`src/rtl/pmp_check_arbiter.sv`:
```
// ---------------------------------------------------------------------------
// pmp_check_arbiter
//
// Shares one combinational PMP checker between NR_REQ requesters, such as the
// AXI AR and AW address channels. Each requester sends a check request over
// valid/ready. The request carries an address, an access type and a privilege
// level. The requester gets back a registered allow/deny response over
// valid/ready.
//
// Requesters are granted round-robin, and only one check is in flight at a
// time. The sequence is IDLE -> CHECK -> RESP -> IDLE:
//   - A request accepted in cycle T has its response valid in cycle T+2.
//   - The best throughput is one check every three cycles.
//
// Configuration handshake:
//   - cfg_stall_i blocks new grants, so a pmpcfg/pmpaddr rewrite never races
//     an in-flight check.
//   - cfg_idle_o tells the CSR side that the checker is quiescent.
//
// A saturating counter records how many checks were denied.
//
// Ports:
//   clk_i, rst_i    clock, asynchronous active-high reset
//   req_valid_i     per-requester check request
//   req_ready_o     per-requester accept (one-hot or zero), combinational
//   req_addr_i      per-requester physical address
//   req_access_i    per-requester access type (riscv::pmp_access_t encoding)
//   req_priv_i      per-requester privilege level (riscv::priv_lvl_t encoding)
//   rsp_valid_o     response valid for the owning requester (one-hot or zero)
//   rsp_ready_i     per-requester response accept
//   rsp_allow_o     1 = access permitted; meaningful while rsp_valid_o != 0
//   pmp_addr_o      registered address to the shared checker
//   pmp_access_o    registered access type to the shared checker
//   pmp_priv_o      registered privilege to the shared checker
//   pmp_allow_i     verdict from the shared checker
//   cfg_stall_i     CSR write pending; no new grant while high
//   cfg_idle_o      no check in flight; config may be updated
//   deny_cnt_o      saturating count of denied checks
//   deny_clr_i      synchronous clear of deny_cnt_o (wins over an increment)
// ---------------------------------------------------------------------------
module pmp_check_arbiter #(
  parameter int unsigned NR_REQ = 2,
  parameter int unsigned PLEN   = 34,
  parameter int unsigned CNT_W  = 16
) (
  input  logic                         clk_i,
  input  logic                         rst_i,
  input  logic [NR_REQ-1:0]            req_valid_i,
  output logic [NR_REQ-1:0]            req_ready_o,
  input  logic [NR_REQ-1:0][PLEN-1:0]  req_addr_i,
  input  logic [NR_REQ-1:0][2:0]       req_access_i,
  input  logic [NR_REQ-1:0][1:0]       req_priv_i,
  output logic [NR_REQ-1:0]            rsp_valid_o,
  input  logic [NR_REQ-1:0]            rsp_ready_i,
  output logic                         rsp_allow_o,
  output logic [PLEN-1:0]              pmp_addr_o,
  output logic [2:0]                   pmp_access_o,
  output logic [1:0]                   pmp_priv_o,
  input  logic                         pmp_allow_i,
  input  logic                         cfg_stall_i,
  output logic                         cfg_idle_o,
  output logic [CNT_W-1:0]             deny_cnt_o,
  input  logic                         deny_clr_i
);

  localparam int unsigned IDX_W = (NR_REQ > 1) ? $clog2(NR_REQ) : 1;

  localparam logic [1:0] ST_IDLE  = 2'd0;
  localparam logic [1:0] ST_CHECK = 2'd1;
  localparam logic [1:0] ST_RESP  = 2'd2;

  logic [1:0]        state;
  logic [IDX_W-1:0]  rr_ptr;
  logic [IDX_W-1:0]  owner;

  logic              grant_found;
  logic [IDX_W-1:0]  grant_idx;
  logic [NR_REQ-1:0] grant_oh;
  logic              grant_fire;
  logic [IDX_W-1:0]  rr_next;
  logic              rsp_fire;

  // Round-robin pick. The search starts at rr_ptr and wraps modulo NR_REQ.
  // The candidate sum is one bit wider than an index, so a single conditional
  // subtract performs the wrap. This also works when NR_REQ is not a power
  // of two.
  always_comb begin
    logic [IDX_W:0] cand_wide;
    logic [IDX_W-1:0] cand;
    grant_found = 1'b0;
    grant_idx   = '0;
    cand_wide   = '0;
    cand        = '0;
    for (int unsigned i = 0; i < NR_REQ; i++) begin
      cand_wide = {1'b0, rr_ptr} + (IDX_W+1)'(i);
      if (cand_wide >= (IDX_W+1)'(NR_REQ)) begin
        cand_wide = cand_wide - (IDX_W+1)'(NR_REQ);
      end
      cand = cand_wide[IDX_W-1:0];
      if (!grant_found && req_valid_i[cand]) begin
        grant_found = 1'b1;
        grant_idx   = cand;
      end
    end
  end

  // Pointer for the next arbitration round: the slot after the winner.
  always_comb begin
    logic [IDX_W:0] inc;
    inc = {1'b0, grant_idx} + (IDX_W+1)'(1);
    if (inc >= (IDX_W+1)'(NR_REQ)) begin
      inc = '0;
    end
    rr_next = inc[IDX_W-1:0];
  end

  // Grant handshake.
  // - A grant happens only in IDLE with no config stall pending.
  // - Reset is folded in so that req_ready_o reads zero while rst_i is held.
  //   Otherwise a requester could believe it was accepted during reset.
  assign grant_fire = (state == ST_IDLE) && !cfg_stall_i && grant_found && !rst_i;

  always_comb begin
    grant_oh = '0;
    grant_oh[grant_idx] = 1'b1;
    req_ready_o = grant_fire ? grant_oh : '0;
  end

  // The response is offered only to the requester that owns the in-flight
  // check. The rsp_ready_i inputs of other requesters are ignored.
  always_comb begin
    rsp_valid_o = '0;
    if (state == ST_RESP) begin
      rsp_valid_o[owner] = 1'b1;
    end
  end

  assign rsp_fire   = (state == ST_RESP) && rsp_ready_i[owner];
  assign cfg_idle_o = (state == ST_IDLE);

  // Main sequencer.
  // - The checker inputs are captured at grant time, so the shared checker
  //   sees stable inputs for the whole CHECK cycle.
  // - The verdict is registered at the end of CHECK and held through RESP.
  // - Leaving RESP returns to IDLE without granting in the same cycle.
  //   A new grant therefore always sees the post-handshake state.
  always_ff @(posedge clk_i or posedge rst_i) begin
    if (rst_i) begin
      state        <= ST_IDLE;
      rr_ptr       <= '0;
      owner        <= '0;
      rsp_allow_o  <= 1'b0;
      pmp_addr_o   <= '0;
      pmp_access_o <= '0;
      pmp_priv_o   <= '0;
    end else begin
      case (state)
        ST_IDLE: begin
          if (grant_fire) begin
            pmp_addr_o   <= req_addr_i[grant_idx];
            pmp_access_o <= req_access_i[grant_idx];
            pmp_priv_o   <= req_priv_i[grant_idx];
            owner        <= grant_idx;
            rr_ptr       <= rr_next;
            state        <= ST_CHECK;
          end
        end
        ST_CHECK: begin
          rsp_allow_o <= pmp_allow_i;
          state       <= ST_RESP;
        end
        ST_RESP: begin
          if (rsp_fire) begin
            state <= ST_IDLE;
          end
        end
        default: begin
          state <= ST_IDLE;
        end
      endcase
    end
  end

  // Deny counter.
  // - It counts a deny only in the CHECK cycle, where the verdict is sampled.
  // - It saturates at all-ones instead of wrapping.
  // - A clear in the same cycle wins over an increment.
  always_ff @(posedge clk_i or posedge rst_i) begin
    if (rst_i) begin
      deny_cnt_o <= '0;
    end else if (deny_clr_i) begin
      deny_cnt_o <= '0;
    end else if ((state == ST_CHECK) && !pmp_allow_i &&
                 (deny_cnt_o != {CNT_W{1'b1}})) begin
      deny_cnt_o <= deny_cnt_o + CNT_W'(1);
    end
  end

endmodule

```
`config.mk`:
```
export PLATFORM = sky130hd
export DESIGN_NAME = pmp_check_arbiter
export DESIGN_NICKNAME = d
export VERILOG_FILES = /design/src/rtl/pmp_check_arbiter.sv
export SDC_FILE = /design/constraint.sdc
export NUM_CORES = 1
export LEC_CHECK = 0
export ABC_AREA = 1
export BUFFER_PORTS_ARGS = -buffer_cell sky130_fd_sc_hd__buf_2
export CORE_MARGIN = 3
export CORE_UTILIZATION = 35
export DETAILED_ROUTE_END_ITERATION = 12
export HOLD_SLACK_MARGIN = 0.1
export PLACE_DENSITY = 0.68
export SLEW_MARGIN = 0
export SYNTH_ARGS = -nofsm -noshare
export SYNTH_HDL_FRONTEND = slang
export SYNTH_SLANG_ARGS = --single-unit
```
`constraint.sdc`:
```
create_clock -name clk_i -period 3.7 [get_ports clk_i]
set_clock_uncertainty 0.1 [all_clocks]
set_input_delay 1.11 -clock clk_i [delete_from_list [all_inputs] [get_ports clk_i]]
set_output_delay 1.11 -clock clk_i [all_outputs]
set_load 0.02 [all_outputs]
```
==> metrics <==
number of global-route vias before repair a little over 3k; switching pwr about 0.9 mW; vias per cell between 4 and 5; crit path buf inv count 2; sequential share of the synthesized area between 40% and 50%; CTS-repair resized insts 0; average size of a mapped cell about 7.6 µm²; total power density per cell area roughly 560 mW/mm²; overall via count from detail_route between 3k and 4k; met3 wire length a little over 600 µm; Yosys warnings 0; top-count cell post-synth nand2_1; final-report setup violation count 0; TritonCTS clock tree yes; PortBufs between 100 and 150; setup TNS 0 ps; Sw Ratio between 30% and 40%; Setup crit end kind output pin; Metal-1 WL 3680 µm; fmax 0.323 GHz; family with the most delay on the worst path compound AO/OA/AOI/OAI gates; FP Rows 33; CP max FO 7; number of buffers created by CTS 9; Slew @ Worst Pin about 660 ps; TritonCTS sink count 60; main flop type after synthesis dfrtp_1; Die H around 99 µm; final net count 639; Root Driver clkbuf_8; most frequent CP cell buf_2; htree depth 3; largest net degree at the start of global routing between 40 and 50; I/O Pins 148; GR Util All Layers 17.5%; clock tree buffer depth 2; Initial Util a little over a third; count of final hold-check violations 0; Iteration-0 DRC Markers 92; Routed WL 8350 µm; remaining routing DRC violations 0; post-DP HPWL 6180 µm; Synth Register Bits 60; met2 WL post-DR approximately 4000 µm; Top Metal Used met4; initial antenna violation count 0; Post-Synthesis Cells around 400; Net Count, Synth between 400 and 500; top post-synthesis cells by area dfrtp_1 (49%), nand2_1 (22%), nand3_1 (9.2%); RSZ-0062 raised after global routing no; critical path class in2out; Post-synth top cells nand2_1 (178), dfrtp_1 (60), nand3_1 (56); DRT Pass-1 Iters 4; global route overflow 0; largest area contributor in the netlist dfrtp_1; Inst Count DP 645; Max-cap violations 0; first-pass GRT wire length between 10000 and 15000 µm; clk_lat worst skew between 300 and 400 ps; wire length per cell ~13 µm; synthesis-to-finish area growth 33.8%; FFs w/ async S/R, synth 100%; Post-synth EDFFs 0; clock network fraction of total power between 20 and 30%; worst-path cell chain buf_2 > nor2_1 > o211ai_4 > a21oi_2 > buf_2; Gate power share about a third; max_slew headroom approximately 56%; Total Die Area between 0.009 and 0.01 mm²; crit path launch type input pin; Final Cycle Share between 80 and 90%; crit path max-delay cell type nor2_1; share of the synthesized area in the top cell type about 50%; # diodes 0; mapped cell area around 0.003 mm²; Cell Count, Final, Fillers Out around 660; core area about 0.0083 mm²; fill count between 800 and 900; share of cells above drive strength 1 a little over a third; CTS clk-pin slew, worst paths roughly 70 ps; WHS 396 ps; Worst VDD drop roughly 0.00029 V; Seq pwr share between 40 and 50%; Final min period between 3000 and 4000 ps; status finished, final reports clean; Slowest Stage Delay on Critical Path 180 ps; GPL Wtd Cong 0.778; Max Slew Vio Count 0; Lkg Pwr 2.24 nW; post-synth cell types 24; DRT antenna net count 0; worst hold path class reg2reg; hold buffer count at cts 0; cell internal pwr approximately 1.4 mW; die width 99.5 µm; Worst Path Arrival around 1900 ps; Setup Fix Bufs, Post-CTS 0; CP required between 2000 and 2500 ps
## per-layer routing
layer,vias to the layer above,global-route usage (%)
li1,1560,-
met1,1409,22.4
met2,115,28.2
met3,11,4.77
met4,0,7.04
met5,-,0
## stage by stage
step	util [%]	setup slack, ps	cell area [µm²]	total power [mW]
global route	49.1	528	4090	2.46
finish	49.1	599	4090	2.31
global placement	46.7	639	3900	1.74
floorplan	-	650	3060	1.43
CTS	49.1	591	4090	2.34
detailed placement	46.7	605	3900	1.75
## power by group through the flow
stage          clock [mW]  sequential, mW  combinational, mW
2_1_floorplan           0            1.17              0.260
3_5_place_dp            0           0.951              0.797
4_1_cts             0.602           0.951              0.791
5_1_grt             0.633           0.975              0.850
6_report            0.580           0.950              0.781
3_3_place_gp            0           0.960              0.779
## worst min-delay path, cell delays in order (launching register included)
cell     delay [ps]
dfrtp_1         340
nand2_1          50
nand3_1          70
## flip-flops by register name, indices dropped and copies added (netlist names)
| signal | flops |
|---|---|
| rsp_allow_o | 1 |
| deny_cnt_o | 16 |
| state | 2 |
| rr_ptr | 1 |
| pmp_addr_o | 34 |
| pmp_priv_o | 2 |
| pmp_access_o | 3 |
| owner | 1 |
## cell usage in the layout (no fill, tap or decap), types with 2 or more instances in the layout
cell type,netlist,final
inv_1,20,19
nor2_1,24,23
clkinv_1,2,2
buf_4,0,3
clkbuf_8,0,9
xor2_1,2,2
buf_2,9,147
clkinv_4,0,2
nor2_4,4,4
o21bai_1,3,3
nand4_1,6,6
nand2_1,178,178
clkinv_2,0,2
a21oi_1,4,4
dfrtp_1,60,60
nand2_2,15,15
nand3_1,56,56
nor2_2,3,4
inv_2,3,4
o21ai_1,3,3
## worst paths after layout
kind,slack [ps],start,cells after the start,end
max,600,cfg_stall_i,5,req_ready_o[0]
min reg2reg,400,pmp_addr_o[21],2,pmp_addr_o[21]
min,400,pmp_addr_o[21],2,pmp_addr_o[21]
max reg2reg,1910,deny_cnt_o[1],9,deny_cnt_o[13]
min in group asynchronous,780,rst_i,2,pmp_addr_o[29]
max in group asynchronous,2120,rst_i,3,pmp_access_o[1]
## layout make-up
cell class	instances	area, µm²	share of cell area [%]
clock buffers	10	128	3.12
clock inverters	6	65.1	1.59
inverters	26	103	2.51
multi-input cells	303	1390	33.9
flip-flops and latches	60	1500	36.7
well taps	105	131	3.21
repair buffers	151	778	19.0
## cell families after synthesis
group / after synthesis / synth area share, %
compound gates: 12 / 2.58
xor+xnor: 2 / 0.573
fa+ha+maj: 1 / 0.409
buf+inv: 40 / 5.97
flops: 60 / 49.1
simple gates: 288 / 41.4
No activity file was read; power rests on OpenSTA's default activity.
